`src/rtl/uart_rx.sv`:
```
// rtl/uart_rx.sv - 8N1 UART receiver with centre sampling and a one-entry valid/ready holding buffer
module uart_rx #(
  parameter  int CLKS_PER_BIT = 872,
  localparam int CNT_W        = $clog2(CLKS_PER_BIT)
) (
  input  logic       clock,
  input  logic       reset_n,
  input  logic       rx,
  output logic [7:0] rx_data,
  output logic       rx_valid,
  input  logic       rx_ready,
  output logic       framing_err,
  output logic       overrun,
  output logic       busy
);

  typedef enum logic [2:0] {IDLE, START, DATA, STOP, WAIT_HI} state_t;

  localparam logic [CNT_W-1:0] HALF_M1 = CNT_W'(CLKS_PER_BIT / 2 - 1);
  localparam logic [CNT_W-1:0] FULL_M1 = CNT_W'(CLKS_PER_BIT - 1);

  state_t           state;
  logic             rx_m;
  logic             rx_s;
  logic [CNT_W-1:0] timer;
  logic [2:0]       bit_idx;
  logic [7:0]       shift;

  assign busy = (state != IDLE);

  always_ff @(posedge clock or negedge reset_n) begin
    if (!reset_n) begin
      state       <= IDLE;
      rx_m        <= 1'b1;
      rx_s        <= 1'b1;
      timer       <= '0;
      bit_idx     <= '0;
      shift       <= '0;
      rx_data     <= '0;
      rx_valid    <= 1'b0;
      framing_err <= 1'b0;
      overrun     <= 1'b0;
    end else begin
      rx_m        <= rx;
      rx_s        <= rx_m;
      framing_err <= 1'b0;
      overrun     <= 1'b0;
      if (rx_valid && rx_ready)
        rx_valid <= 1'b0;

      case (state)
        IDLE: begin
          timer <= '0;
          if (!rx_s)
            state <= START;
        end
        START: begin
          if (timer == HALF_M1) begin
            timer   <= '0;
            bit_idx <= '0;
            // A start bit that is high again at mid-bit was a glitch.
            state   <= rx_s ? IDLE : DATA;
          end else begin
            timer <= timer + CNT_W'(1);
          end
        end
        DATA: begin
          if (timer == FULL_M1) begin
            timer <= '0;
            shift <= {rx_s, shift[7:1]};
            if (bit_idx == 3'd7)
              state <= STOP;
            else
              bit_idx <= bit_idx + 3'd1;
          end else begin
            timer <= timer + CNT_W'(1);
          end
        end
        STOP: begin
          if (timer == FULL_M1) begin
            timer <= '0;
            if (rx_s) begin
              state <= IDLE;
              // A same-cycle accept frees the buffer for the new byte.
              if (!rx_valid || rx_ready) begin
                rx_data  <= shift;
                rx_valid <= 1'b1;
              end else begin
                overrun <= 1'b1;
              end
            end else begin
              framing_err <= 1'b1;
              state       <= WAIT_HI;
            end
          end else begin
            timer <= timer + CNT_W'(1);
          end
        end
        WAIT_HI: begin
          timer <= '0;
          if (rx_s)
            state <= IDLE;
        end
        default: state <= IDLE;
      endcase
    end
  end

endmodule
```
`config.mk`:
```
export PLATFORM = sky130hd
export DESIGN_NAME = uart_rx
export DESIGN_NICKNAME = d
export VERILOG_FILES = /design/src/rtl/uart_rx.sv
export SDC_FILE = /design/constraint.sdc
export NUM_CORES = 1
export LEC_CHECK = 0
export CORE_MARGIN = 2
export CORE_UTILIZATION = 60
export CTS_CLUSTER_SIZE = 30
export DETAILED_ROUTE_END_ITERATION = 8
export PLACE_DENSITY = 0.88
export SLEW_MARGIN = 25
export SYNTH_ARGS = -nofsm -noshare
export SYNTH_HDL_FRONTEND = slang
export SYNTH_SLANG_ARGS = --single-unit
```
`constraint.sdc`:
```
create_clock -name clock -period 2.7 [get_ports clock]
set_input_delay 0.27 -clock clock [delete_from_list [all_inputs] [get_ports clock]]
set_output_delay 0.27 -clock clock [all_outputs]
set_load 0.01 [all_outputs]
```
==> results.cfg <==
[routing]
firstDrtPassIters = 4
drc_errors = 0
vias_per_cell = 6.48
drt_iter0_markers = 84
wl_per_cell_um = 16.8
routed_wl_um = 3600
vias = 1386
route.antenna.remaining_nets = 0

[clock_network]
cts-buffers-inserted = 5
cts_setup_buffers = 0
postCtsHoldBufs = 0
clock-root-buffer = clkbuf_4
insertion_delay_ns = 0.35
htree_levels = 2
cts_resized = 0
clockBufferDepth = 2
cts_tree = built
clock_sinks = 37
clk_pin_slew_ns = 0.12

[sta]
setup_viol = 0
relSlewSlack_pct = 67.6
holdWs_ns = 0.320
fin_crit_sh_pct = 73.6
fin_skew_ns = 0.00962
drv_slew = 0
tightest_slew_ns = 0.485
final.min_clock_period_ns = 1.99
max_freq_mhz = 504
hold_violations = 0
setup_slack_ns = 0.714
final.setup.tns_ns = 0
grt_setup_unrepaired = false

[setup_path]
startpoint_type = flop
required_ns = 2.43
worst-path-max-fanout = 14
ff2ff_path_depth = 5
critical_path_arrival_ns = 1.72
reg2reg_slack_ns = 0.76
setup.worst_path.end_class = output pin
reg2reg_to = timer[8]
path_class = flop to output pin
r2r_start = timer[0]

[global_route]
antenna_found_initial = 0
grt-ovfl-total = 0
grt_max_degree = 38
grt_pass1_wl_um = 6150
grt_use_total_pct = 23.0
grt_pass1_vias = 1330

[die]
ioPinCount = 16
die_w_um = 59.5
core_area_um2 = 3000
placementRows = 20
start_util_pct = 61.6
fp.dieH_um = 59.5
fp.dieArea_um2 = 3540

[placed_design]
gp_congestion = 0.834
post-place-ws_ns = 0.827
place_hpwl_um = 2530
numPortBuffers = 15

[logic_synthesis]
synth.avg_cell_area_um2 = 11.5
syn_inst = 161
synthArstFlopShare_pct = 100
synth-main-ff-cell = dfrtp_1
yosysWarningCount = 0
seq_area_frac_synth_pct = 50.2
synth-seq-cells = 37
synth_edf_count = 0
syn_nets = 168
synthesis.area_um2 = 1850
synth_cell_types = 46

[final_layout]
final_layout_size_suffix_gt1_share_pct = 16.6
fillers = 218
ff_latch_area_um2 = 928
area.growth.synth_to_final_pct = 15.3
antennaDiodeCount = 0
nets = 187
multiInputGateArea_um2 = 895

[outcome]
status = finished clean

[min_path]
worstHoldPathType = primary input to async pin

[power]
power_density_nw_per_um2 = 492
vdd_drop_max_uv = 363
p_leak_nw = 0.929

[flow_run]
drv_cap = 0
==> per-stage QoR <==
step / utilization [%] / std cells / cell area (µm²) / power (W)
4_1_cts: 71.0 / 214 / 2130 / 0.00106
3_5_place_dp: 67.6 / 206 / 2030 / 0.000585
3_3_place_gp: 67.6 / 206 / 2030 / 0.000584
5_1_grt: 71.0 / 214 / 2130 / 0.00109
6_report: 71.0 / 214 / 2130 / 0.00105
2_1_floorplan: - / 161 / 1850 / 0.000568
==> cell usage after synthesis (2+ instances only) <==
master / number / area (µm²)
dfstp_2: 2 / 52.6
a32o_1: 2 / 20.0
o21ai_1: 6 / 30.0
nor3_1: 6 / 30.0
mux2_1: 8 / 90.1
nand4_1: 4 / 25.0
nand3_1: 5 / 25.0
ha_1: 3 / 37.5
dfrtp_1: 35 / 876
a21oi_1: 3 / 15.0
buf_2: 3 / 15.0
o21ai_0: 6 / 30.0
mux2_4: 8 / 120
nor2_1: 5 / 18.8
nor4_1: 3 / 18.8
nand2_1: 21 / 78.8
o211ai_1: 8 / 60.1
inv_1: 2 / 7.51
or3_1: 4 / 25.0
==> placed cells by master, fill, tap and decap left out, drive strengths merged, types with 2 or more instances in the layout <==
cell           instances
dfrtp                 35
nand2                 21
mux2                  16
clkdlybuf4s50         15
o21ai                 12
o211ai                 8
nor2                   7
nor3                   6
nand3                  6
clkbuf                 5
or3                    4
nand4                  4
nor4                   3
a21oi                  3
ha                     3
a31oi                  3
inv                    2
a32o                   2
bufinv                 2
dfstp                  2
and2                   2
and3b                  2
==> flip-flops by register name, summed over array words and instances, names as in the netlist <==
name,flops
timer,10
rx_data,8
shift,8
bit_idx,3
state,3
framing_err,1
overrun,1
rx_m,1
rx_s,1
rx_valid,1
==> cell families after synthesis <==
kind of cell	share of synthesized area, %
simple gates	21.1
flops	50.2
compound gates	13.3
mux	11.9
buf+inv	1.42
fa+ha+maj	2.03
==> worst max path at each step <==
stage	start	to	slack (ns)	depth (start not counted)
6_report	state[1]	busy	0.71	3
4_1_cts	state[1]	busy	0.73	3
2_1_floorplan	timer[0]	timer[8]	1.07	5
5_1_grt	state[1]	busy	0.61	3
3_3_place_gp	timer[0]	timer[8]	0.93	5
3_5_place_dp	timer[0]	timer[8]	0.83	5
==> critical path, stage by stage (launching register included) <==
cell and delay (ns):
dfrtp_1 0.63, nor2_1 0.13, nand2_1 0.09, clkdlybuf4s50_1 0.53
==> layout make-up <==
type                            instances  share of cell area (%)
Clock buffer                            5                    1.76
Tap cell                               33                    1.94
Timing Repair Buffer                   16                    7.39
Inverter                                2                   0.352
Sequential cell                        37                    43.5
Clock inverter                          3                    3.05
Multi-Input combinational cell        118                    42.0
==> power breakdown <==
| part | switching, W | internal (W) | leakage (nW) |
|---|---|---|---|
| clock | 0.000190 | 0.000287 | 0.0552 |
| combinational | 0.0000106 | 0.00000475 | 0.378 |
| sequential | 0.00000142 | 0.000557 | 0.495 |
==> layer usage <==
layer / wire length [µm] / share of wire [%] / global-route usage, % / vias to the layer above
li1: - / - / - / 641
met1: 1520 / 42 / 29.0 / 691
met2: 1830 / 51 / 38.3 / 46
met3: 190 / 5.3 / 6.33 / 8
met4: 56 / 1.6 / 7.30 / 0
met5: 0 / 0 / 0 / -
Note: power is estimated with default switching activity, not from simulation.
